## config.mk

```make
export PLATFORM = sky130hd
export DESIGN_NAME = preg_free_list
export DESIGN_NICKNAME = d
export VERILOG_FILES = /design/src/rtl/preg_free_list.sv
export SDC_FILE = /design/constraint.sdc
export NUM_CORES = 1
export LEC_CHECK = 0
export CAP_MARGIN = 30
export CORE_MARGIN = 2
export CORE_UTILIZATION = 55
export DETAILED_ROUTE_END_ITERATION = 16
export PLACE_DENSITY = 0.73
export SKIP_CTS_REPAIR_TIMING = 1
export SKIP_LAST_GASP = 1
export SLEW_MARGIN = 5
export SYNTH_ARGS = -nofsm -noshare
export SYNTH_HDL_FRONTEND = slang
export SYNTH_SLANG_ARGS = --single-unit
```

## constraint.sdc

```tcl
create_clock -name clk -period 5.1 [get_ports clk]
set_input_delay 1.02 -clock clk [delete_from_list [all_inputs] [get_ports clk]]
set_output_delay 1.02 -clock clk [all_outputs]
set_load 0.05 [all_outputs]
```

## src/rtl/preg_free_list.sv

```systemverilog
// Physical-register free list for rename: circular FIFO of unmapped pregs with
// self-sequenced initialisation and illegal-free detection.
module preg_free_list #(
    parameter int NUM_PREGS = 64,
    parameter int NUM_AREGS = 32,
    parameter int PREG_W    = 6
) (
    input  logic              clk,
    input  logic              rst,
    input  logic              alloc_req,
    output logic              alloc_ready,
    output logic [PREG_W-1:0] alloc_preg,
    input  logic              free_valid,
    input  logic [PREG_W-1:0] free_preg,
    output logic [PREG_W:0]   free_count,
    output logic              init_done,
    output logic              err
);

    typedef enum logic {S_INIT, S_RUN} state_t;

    localparam logic [PREG_W:0] DEPTH = (PREG_W+1)'(NUM_PREGS);
    localparam logic [PREG_W:0] LAST  = (PREG_W+1)'(NUM_PREGS - 1);
    localparam logic [PREG_W:0] FIRST = (PREG_W+1)'(NUM_AREGS);

    state_t               state;
    logic [PREG_W-1:0]    mem [NUM_PREGS];
    logic [PREG_W-1:0]    head, tail;
    logic [PREG_W:0]      count, init_ctr;
    logic [NUM_PREGS-1:0] in_list;

    logic              alloc_fire, free_ok, wr_en;
    logic [PREG_W-1:0] wr_data;

    always_comb begin
        alloc_ready = !rst && (state == S_RUN) && (count != '0);
        alloc_preg  = alloc_ready ? mem[head] : '0;
        alloc_fire  = alloc_req && alloc_ready;
        // in_list is sampled pre-edge, so freeing the entry being granted is a double free
        free_ok     = (state == S_RUN) && free_valid && (free_preg != '0) &&
                      !in_list[free_preg] && ((count < DEPTH) || alloc_fire);
        wr_en       = !rst && ((state == S_INIT) || free_ok);
        wr_data     = (state == S_INIT) ? init_ctr[PREG_W-1:0] : free_preg;
    end

    assign free_count = count;

    always_ff @(posedge clk) begin
        if (wr_en)
            mem[tail] <= wr_data;
    end

    always_ff @(posedge clk) begin
        if (rst) begin
            state     <= S_INIT;
            head      <= '0;
            tail      <= '0;
            count     <= '0;
            in_list   <= '0;
            init_ctr  <= FIRST;
            init_done <= 1'b0;
            err       <= 1'b0;
        end else begin
            case (state)
                S_INIT: begin
                    in_list[init_ctr[PREG_W-1:0]] <= 1'b1;
                    tail     <= tail + 1'b1;
                    count    <= count + 1'b1;
                    init_ctr <= init_ctr + 1'b1;
                    if (free_valid)
                        err <= 1'b1;
                    if (init_ctr == LAST) begin
                        state     <= S_RUN;
                        init_done <= 1'b1;
                    end
                end
                S_RUN: begin
                    if (alloc_fire) begin
                        head              <= head + 1'b1;
                        in_list[mem[head]] <= 1'b0;
                    end
                    if (free_ok) begin
                        tail               <= tail + 1'b1;
                        in_list[free_preg] <= 1'b1;
                    end
                    if (free_valid && !free_ok)
                        err <= 1'b1;
                    if (free_ok && !alloc_fire)
                        count <= count + 1'b1;
                    else if (alloc_fire && !free_ok)
                        count <= count - 1'b1;
                end
                default: state <= S_INIT;
            endcase
        end
    end

endmodule

```

==> results.toml <==
[setup_path]
critPathLaunchType = "flip-flop"
worstPathArrival_ps = 3910
path_cells = "buf_4, buf_4, mux4_2, a22oi_1, nand3_1, a21oi_1, a21bo_2, inv_1, nor2_1, clkdlybuf4s50_1"
crit_path_end_kind = "output port"
cp_common_cell = "buf_4"
worstPathMaxFanout = 19
cp_slowest_cell = "clkdlybuf4s50_1"
cp.required_ps = 4080
worst_path_largest_cell_delay_ps = 700
crit_type = "flip-flop to output port"

[global_route]
grt_usage = 0.2890
grt-ovfl-total = 0
antenna_found_initial = 0
grt_max_degree = 65
grtUsageMet3 = 0.06189
grt_pass1_wl_mm = 83.86
met2_usage = 0.4520
global_route.usage.met1 = 0.3950
top_usage_layer = "met2"
grt_pass1_vias = 13470

[routing]
first_pass_iters = 8
drt_iter0_drc = 1914
vias = 13730
wire_per_inst_um = 26.76
totalWireLength_mm = 55.51
routed_via_density = 6.621
postRouteAntennaNets = 0
remaining_drc_errors = 0

[cells_and_area]
final_cell_mix = "384 x edfxtp_1, 150 x nor2_1, 103 x a21oi_1"
syn_to_final_growth_pct = 13.78
postLayoutCellArea_um2 = 23700
fin_cells = 2074
final_nets = 1540
drive_gt1_frac = 0.1951
nFillCells = 2704
n_antenna_cell = 0
final_common_cell = "edfxtp_1"

[cts]
h-tree-depth = 2
cts_num_sinks = 482
cts_made_buffers = 48
cts_tree = "yes"
clock_path_buffers = 3
clock_latency_ps = 580
path_clk_slew_ps = 60
cts_root_buffer = "clkbuf_16"

[status]
status = "complete, no violations"

[power_and_ir_drop]
ir_drop_uv = 353.3
leakagePower_nw = 7.560
power_density_nw_per_um2 = 336.9

[yosys]
synth_area_um2 = 20830
async_flop_share = 0
syn_nets = 1458
synth_ff_type = "edfxtp_1"
ys_ff_latch = 482
ys_types = 73
synth-edff-count = 384
yosysSeqAreaShare = 0.6477
synth_top_area_frac = 0.5535
syn-instance-count = 1443
synth_warnings = 0
synth_top_cell_by_area = "edfxtp_1"
synthTopCellsByArea = "edfxtp_1 55%, dfxtp_1 9.4%, mux4_2 9.0%"
syn_area_per_cell_um2 = 14.44

[hold_path]
hold_path.class = "flip-flop to flip-flop"

[floorplanning]
num_rows = 71
fp.dieH_um = 198.6
die-area_um2 = 39450
coreArea_um2 = 37490
die_x_um = 198.6
start_util = 0.5557
io_pins = 26

[timing]
tns_ps = 0
setup_viol = 0
period_needed_ps = 4928
relSlewSlack = 0.3052
tightest_slew_ps = 1040
final.setup_skew_ps = 24.99
fmax_mhz = 202.9
timing.final.crit_share = 0.9663
hold_viol = 0
rsz0062_at_grt = "false"
final_max_slew_viol_count = 0

[placement]
place_area_um2 = 22110
gp_congestion = 0.9983
hpwl_mm = 35.92
io_buffers = 25
placed_cells = 1983

[flow_run]
max-cap-violations = 0
## metal layers
layer,part of all wire,up-vias
li1,-,5887
met1,0.38,6782
met3,0.11,174
met2,0.47,888
met5,0,-
met4,0.045,0
## final timing paths
path                                   from            end  slack (ps)  cells past startpoint
worst max-delay path              flip-flop  alloc_preg[1]         170                     10
worst min-delay path            in_list[47]    in_list[47]         480                      2
worst max register to register    flip-flop    in_list[24]        1100                     11
worst min register to register  in_list[47]    in_list[47]         480                      2
## synth_stat cells (20+ instances only)
cell type / number
a211oi_1: 64
o22ai_1: 24
nand3_1: 27
mux4_1: 23
nor2_1: 150
mux4_2: 83
edfxtp_1: 384
nand2_1: 57
a31oi_1: 30
o21ai_0: 53
dfxtp_1: 98
clkbuf_1: 58
a21oi_1: 103
buf_2: 20
## through the flow
step | util | hold WS, ps | total power [mW] | setup slack [ps]
after floorplan | - | 444.6 | 4.517 | 743.0
after global placement | 0.5891 | 459.1 | 4.638 | -127.5
after detailed placement | 0.5897 | 463.0 | 4.643 | -200.7
after CTS | 0.6304 | 471.9 | 8.012 | 204.8
after global routing | 0.6323 | 494.1 | 8.199 | 83.95
final | 0.6323 | 476.4 | 7.985 | 171.6
## cell families (layout without fill, tap and decap cells)
group	count (synthesis)	in the layout	synth area share
flip-flops	482	482	0.6477
AND/OR/NAND/NOR	357	357	0.08493
AO/OA/AOI/OAI	340	340	0.1028
multiplexers	128	128	0.1300
buffers and inverters	116	236	0.02529
XOR/XNOR	15	15	0.006306
adder cells (fa/ha/maj)	5	5	0.003003
## state kept, by name, indices dropped and copies added (netlist names), named ones only
| signal | flops |
|---|---|
| tail | 6 |
| init_ctr | 7 |
| in_list | 63 |
| err | 1 |
| state | 1 |
| free_count | 7 |
| init_done | 1 |
| head | 6 |
| mem | 384 |
## report_power, final
part	total (mW)	internal, mW	switching [mW]
clock	3.42	1.93	1.49
combinational	0.288	0.0878	0.201
sequential	4.28	4.25	0.0256
## worst max-delay path: cells and delay by family, from the launching register on
family	cells	cell delay [ps]
compound gates	3	830
flops	1	550
mux	1	360
simple gates	2	170
buf+inv	4	1420
## final cells by class
class | instances | area, um^2 | share of cell area
clock buffers | 60 | 1309 | 0.05522
clock inverters | 28 | 217.7 | 0.009185
inverters | 19 | 71.32 | 0.003009
multi-input cells | 845 | 6842 | 0.2886
flip-flops and latches | 482 | 13500 | 0.5697
well taps | 511 | 639.4 | 0.02697
repair buffers | 129 | 1121 | 0.04730
No activity file was read; power rests on OpenSTA's default activity.
